`config.mk`:
```
export PLATFORM = sky130hd
export DESIGN_NAME = output_normalize_cdf
export DESIGN_NICKNAME = d
export VERILOG_FILES = /design/src/rtl/output_normalize_cdf.sv
export SDC_FILE = /design/constraint.sdc
export NUM_CORES = 2
export LEC_CHECK = 0
export BUFFER_PORTS_ARGS = -buffer_cell sky130_fd_sc_hd__buf_2
export CAP_MARGIN = 10
export CORE_MARGIN = 3
export CORE_UTILIZATION = 50
export CTS_BUF_LIST = sky130_fd_sc_hd__clkbuf_16
export DETAILED_ROUTE_END_ITERATION = 12
export PLACE_DENSITY = 0.65
export SLEW_MARGIN = 20
export SYNTH_ARGS = -nofsm -noshare
export SYNTH_HDL_FRONTEND = slang
export SYNTH_SLANG_ARGS = --single-unit
```
`constraint.sdc`:
```
create_clock -name clock -period 11 [get_ports clock]
set_input_delay 0.55 -clock clock [delete_from_list [all_inputs] [get_ports clock]]
set_output_delay 0.55 -clock clock [all_outputs]
set_load 0.01 [all_outputs]
```
`src/rtl/output_normalize_cdf.sv`:
```
// output_normalize_cdf: maps a CDF value to an equalised 8-bit pixel.
// A serial divider computes the per-frame scale; a 3-stage multiply/round pipeline applies it.
module output_normalize_cdf (
  input  logic        clock,
  input  logic        reset_n,
  input  logic [19:0] DataIn,
  input  logic        StartIn,
  input  logic [19:0] CdfMin,
  input  logic [19:0] PixelCount,
  input  logic        ConfigValid,
  output logic        ScaleReady,
  output logic        Degenerate,
  output logic        DropError,
  output logic [7:0]  DataOut,
  output logic        StartOut
);
  typedef enum logic [1:0] {IDLE, DIVIDE, READY} state_t;
  localparam logic [23:0] NUM = 24'hFF0000;
  state_t      state_q, state_d;
  logic [19:0] d_q, d_d, cmin_q, cmin_d, diff_q, diff_d;
  logic [20:0] rem_q, rem_d;
  logic [23:0] quo_q, quo_d, scale_q, scale_d, sc1_q, sc1_d;
  logic [4:0]  cnt_q, cnt_d;
  logic        degen_q, degen_d, drop_q, drop_d;
  logic        v1_q, v1_d, v2_q, v2_d, v3_q, v3_d;
  logic [43:0] prod_q, prod_d;
  logic [7:0]  dout_q, dout_d;
  logic [21:0] sh;
  logic [28:0] r;
  logic        ge, accept;
  always_comb begin
    state_d = state_q;
    d_d     = d_q;
    cmin_d  = cmin_q;
    rem_d   = rem_q;
    quo_d   = quo_q;
    cnt_d   = cnt_q;
    scale_d = scale_q;
    degen_d = degen_q;
    accept  = StartIn && (state_q == READY);
    sh      = {rem_q, NUM[5'd23 - cnt_q]};
    ge      = sh >= 22'(d_q);
    if (ConfigValid && state_q != DIVIDE) begin
      if (PixelCount > CdfMin) begin
        state_d = DIVIDE;
        d_d     = PixelCount - CdfMin;
        cmin_d  = CdfMin;
        rem_d   = '0;
        quo_d   = '0;
        cnt_d   = '0;
      end else begin
        state_d = READY;
        scale_d = '0;
        degen_d = 1'b1;
      end
    end else if (state_q == DIVIDE) begin
      rem_d = ge ? 21'(sh - 22'(d_q)) : sh[20:0];
      quo_d = {quo_q[22:0], ge};
      cnt_d = cnt_q + 5'd1;
      if (cnt_q == 5'd23) begin
        scale_d = quo_d;
        degen_d = 1'b0;
        state_d = READY;
      end
    end
    drop_d = drop_q || (StartIn && !accept);
    // Scale travels with the sample so a degenerate reconfig cannot alter samples in flight.
    v1_d   = accept;
    diff_d = (DataIn > cmin_q) ? DataIn - cmin_q : '0;
    sc1_d  = scale_q;
    v2_d   = v1_q;
    prod_d = 44'(diff_q) * 44'(sc1_q);
    r      = 29'((45'(prod_q) + 45'd32768) >> 16);
    v3_d   = v2_q;
    dout_d = !v2_q ? 8'd0 : (r > 29'd255) ? 8'd255 : r[7:0];
  end
  always_ff @(posedge clock or negedge reset_n) begin
    if (!reset_n) begin
      state_q <= IDLE;
      d_q     <= '0;
      cmin_q  <= '0;
      rem_q   <= '0;
      quo_q   <= '0;
      cnt_q   <= '0;
      scale_q <= '0;
      degen_q <= 1'b0;
      drop_q  <= 1'b0;
      v1_q    <= 1'b0;
      diff_q  <= '0;
      sc1_q   <= '0;
      v2_q    <= 1'b0;
      prod_q  <= '0;
      v3_q    <= 1'b0;
      dout_q  <= '0;
    end else begin
      state_q <= state_d;
      d_q     <= d_d;
      cmin_q  <= cmin_d;
      rem_q   <= rem_d;
      quo_q   <= quo_d;
      cnt_q   <= cnt_d;
      scale_q <= scale_d;
      degen_q <= degen_d;
      drop_q  <= drop_d;
      v1_q    <= v1_d;
      diff_q  <= diff_d;
      sc1_q   <= sc1_d;
      v2_q    <= v2_d;
      prod_q  <= prod_d;
      v3_q    <= v3_d;
      dout_q  <= dout_d;
    end
  end
  assign ScaleReady = state_q == READY;
  assign Degenerate = degen_q;
  assign DropError  = drop_q;
  assign DataOut    = dout_q;
  assign StartOut   = v3_q;
endmodule

```
==> summary.txt <==
Status
  – Result of the run: finished clean

Route
  – Detail-routed net length per standard cell: between 15 and 20 um
  – Residual antenna-violating net count after detailed routing: 0
  – 1st-pass router iterations: 5
  – Number of DRC markers after the initial detailed-route iteration: roughly 1,200
  – Vias: ~19,000
  – Via density per instance: about 5.4
  – Residual DRC count: 0
  – Wire length after detailed routing: 60,100 um

Worst setup path
  – Critical Path Max Stage Delay: 940 ps
  – WP data arrival: between 8000 and 9000 ps
  – CP dominant cell by count: sky130_fd_sc_hd__fa_1
  – Worst Path Required: 11,460 ps
  – Library cell contributing the largest single delay on the critical path: sky130_fd_sc_hd__dfrtp_1
  – Cell count of the worst reg-to-reg path: 22
  – Category of the most critical setup path: reg2reg
  – Critical Path Start Type: register
  – CP Cell Sequence: nand2_1, fa_1, inv_1, fa_1, fa_1, fa_1, fa_1, fa_1, inv_1, fa_1, inv_1, ha_1, a21o_1, a21o_1, a21oi_1, o21ai_0, nand2_1, nand2_1, a311oi_4, o211ai_2, a211o_1, o311ai_1
  – CP endpoint kind: register
  – Worst Path Max Fanout: 24
  – Worst setup slack for register-to-register paths: 3400 ps
  – Beginning of the worst register-to-register path: diff_q[13]
  – Reg2reg end: prod_q[42]

CTS
  – TritonCTS clock tree: done
  – Clock Sinks: 201
  – Resized cells post-CTS: 0
  – Number of buffers added to fix hold violations after cts: 1
  – H-tree Lvls: 1
  – Post-CTS setup-driven buffer insertion count: 0
  – Root buffer cell: sky130_fd_sc_hd__clkbuf_16
  – Maximum buffer depth of the clock tree: 3
  – Clock buffer count from CTS: 25
  – Clock Latency Late Sink: 570 ps
  – Clock edge transition at the registers on the reported setup and hold paths: ~60 ps

Place
  – Placed cell area: around 26,000 um^2
  – Quantity of I/O buffers inserted on ports: 75
  – Half-perimeter wire length after placement: around 48,000 um
  – Final weighted congestion in routability-driven placement: approximately 0.93

Synth
  – Most common cell in the netlist: sky130_fd_sc_hd__inv_1
  – Number of enable-type register cells in the synthesized netlist: 0
  – Post-synth ARST share: between 90% and 100%
  – Share of synthesized area occupied by flip-flops and latches: around a fifth
  – Cell types with the largest area share after synthesis: sky130_fd_sc_hd__fa_1, sky130_fd_sc_hd__dfrtp_1, sky130_fd_sc_hd__ha_1
  – Synth warn: 0
  – Library cell with the largest summed area after synthesis: sky130_fd_sc_hd__fa_1
  – Main flop type after synthesis: sky130_fd_sc_hd__dfrtp_1
  – Total nets after synthesis: around 3,500
  – Average instance area after synthesis: a little over 9 um^2
  – Share of the synthesized area in the top cell type: between 30% and 40%
  – Library cells used by synthesis: between 60 and 70
  – Top cells by count, synth: sky130_fd_sc_hd__inv_1, sky130_fd_sc_hd__fa_1, sky130_fd_sc_hd__nand2_1
  – Post-Syn Instances: roughly 2,800
  – Number of flip-flops and latches in the synthesized netlist: ~200
  – Syn Std Cell Area: around 26,000 um^2

Worst hold path
  – Class of the worst hold path: in2reg
  – Capture endpoint of the worst hold path: cmin_q[19]
  – Startpoint of the worst hold path: CdfMin[19]
  – Worst hold stages: 3

Timing
  – Setup repair after global routing missed its margin: no
  – Setup skew after layout: 29.6 ps
  – Measured slew at the worst slew-check pin: roughly 1100 ps
  – Hold_ws: 272 ps
  – Clock period minus final worst setup slack: 7600 ps
  – Final Hold Viols: 0
  – Final Max Slew Viols: 0
  – Total Neg Setup Slack: 0 ps
  – Worst slew margin: ~29%
  – Share of the clock period used by the worst path: a little under 70%
  – Final Setup Violations: 0
  – Highest attainable clock frequency: about 130 MHz

Power
  – Maximum vdd drop: between 0.15 and 0.2 mV
  – Pwr Density: 94.3 nW/um^2
  – Total power draw: ~0.0026 W
  – Leakage component of the power: 14.3 nW

Die
  – Core Area: 50,300 um^2
  – Die Span X: ~230 um
  – Initial core utilization: approximately half
  – Die area: between 50,000 and 60,000 um^2
  – Row count: a little over 80
  – Top Ports: 76
  – Die Y-Extent: between 200 and 250 um

Global routing
  – All-layer global routing usage: 23.3%
  – Wire length of the first global-routing pass: ~100,000 um
  – Initial antenna violation count: 1
  – Number of global-route vias before repair: just under 20,000
  – Total gr overflow: 0
  – Maximum number of pins on one net before global-route repair: between 80 and 90

Run
  – Count of max-cap constraint violations: 0

Finish
  – Final nets: ~3,400
  – Final standard cell area without fillers: between 20,000 and 30,000 um^2
  – Fraction of layout cells with a size suffix above 1: under 10%
  – Count of fill cells added during filler insertion: 4,603
  – Ant diodes: 0
  – Layout Area Growth over Synthesis: 6.83%
stage by stage:
stage	instances	setup WS [ps]	util, %
after floorplan	2778	4420	-
after global routing	3460	3010	54.2
after CTS	3459	3420	54.1
after global placement	3414	3460	52.4
after detailed placement	3415	3480	52.5
final	3460	3400	54.2
sequential cells by signal (all words and copies together), names as in the netlist:
register,flops
prod_q,29
cnt_q,5
rem_q,21
d_q,20
v2_q,1
state_q,2
sc1_q,24
sc1_d,24
v1_q,1
Degenerate,1
quo_q,23
cmin_q,20
DropError,1
StartOut,1
DataOut,8
diff_q,20
worst max path at each step:
stage,start,to,cells after the start
2_1_floorplan,diff_q[16],prod_q[42],23
3_3_place_gp,diff_q[15],prod_q[42],22
3_5_place_dp,diff_q[13],prod_q[42],22
4_1_cts,diff_q[13],prod_q[42],22
5_1_grt,diff_q[13],prod_q[41],22
6_report,diff_q[13],prod_q[42],22
power breakdown:
part	internal (W)	total (W)	switching, W
sequential	0.000825	0.00109	0.000260
combinational	0.000262	0.000640	0.000378
clock	0.000508	0.000844	0.000336
placed cells by master (no fill, tap or decap), types with 8 or more instances in the layout:
master,instances
sky130_fd_sc_hd__a211oi_1,9
sky130_fd_sc_hd__a21boi_0,15
sky130_fd_sc_hd__a21o_1,26
sky130_fd_sc_hd__a21oi_1,83
sky130_fd_sc_hd__a22o_1,23
sky130_fd_sc_hd__a31oi_1,10
sky130_fd_sc_hd__and2_1,272
sky130_fd_sc_hd__and3_1,15
sky130_fd_sc_hd__buf_2,74
sky130_fd_sc_hd__buf_4,9
sky130_fd_sc_hd__clkbuf_16,25
sky130_fd_sc_hd__dfrtp_1,201
sky130_fd_sc_hd__fa_1,394
sky130_fd_sc_hd__ha_1,215
sky130_fd_sc_hd__inv_1,512
sky130_fd_sc_hd__mux2i_1,11
sky130_fd_sc_hd__nand2_1,373
sky130_fd_sc_hd__nand2b_1,18
sky130_fd_sc_hd__nand3_1,59
sky130_fd_sc_hd__nand4_1,16
sky130_fd_sc_hd__nor2_1,67
sky130_fd_sc_hd__nor2b_1,19
sky130_fd_sc_hd__nor3_1,21
sky130_fd_sc_hd__o211ai_1,12
sky130_fd_sc_hd__o21a_1,15
sky130_fd_sc_hd__o21ai_0,99
sky130_fd_sc_hd__o21bai_1,10
sky130_fd_sc_hd__o31ai_1,8
sky130_fd_sc_hd__or2_2,8
sky130_fd_sc_hd__or3_1,12
sky130_fd_sc_hd__xnor2_1,57
sky130_fd_sc_hd__xor2_1,22
critical path: cells and delay by family (launching register included):
family	cells	cell delay [ps]
compound gates	8	1900
fa+ha+maj	8	4000
buf+inv	3	140
flops	1	940
simple gates	3	510
metal layers:
| layer | part of all wire (%) | track usage, % | vias up |
|---|---|---|---|
| met5 | 0 | 0 | - |
| met4 | 2.3 | 5.73 | 0 |
| met3 | 4.7 | 2.54 | 100 |
| met2 | 50 | 39.9 | 469 |
| met1 | 43 | 31.8 | 9388 |
| li1 | - | - | 8625 |
cell families after synthesis:
logic type | after synthesis | synth area share (%)
AND/OR/NAND/NOR | 896 | 17.4
buffers and inverters | 629 | 9.32
adder cells (fa/ha/maj) | 609 | 41.5
AO/OA/AOI/OAI | 352 | 8.90
flip-flops | 201 | 19.7
XOR/XNOR | 79 | 2.71
multiplexers | 12 | 0.476
layout make-up:
type                            count  area (um^2)  area share (%)
Multi-Input combinational cell   1948        18100            66.5
Sequential cell                   201         5030            18.5
Inverter                          509         1910            7.01
Tap cell                          672          841            3.09
Clock buffer                       25          626            2.30
Timing Repair Buffer               87          509            1.87
Clock inverter                     18          205           0.753
Power figures use the tool's default switching activity.
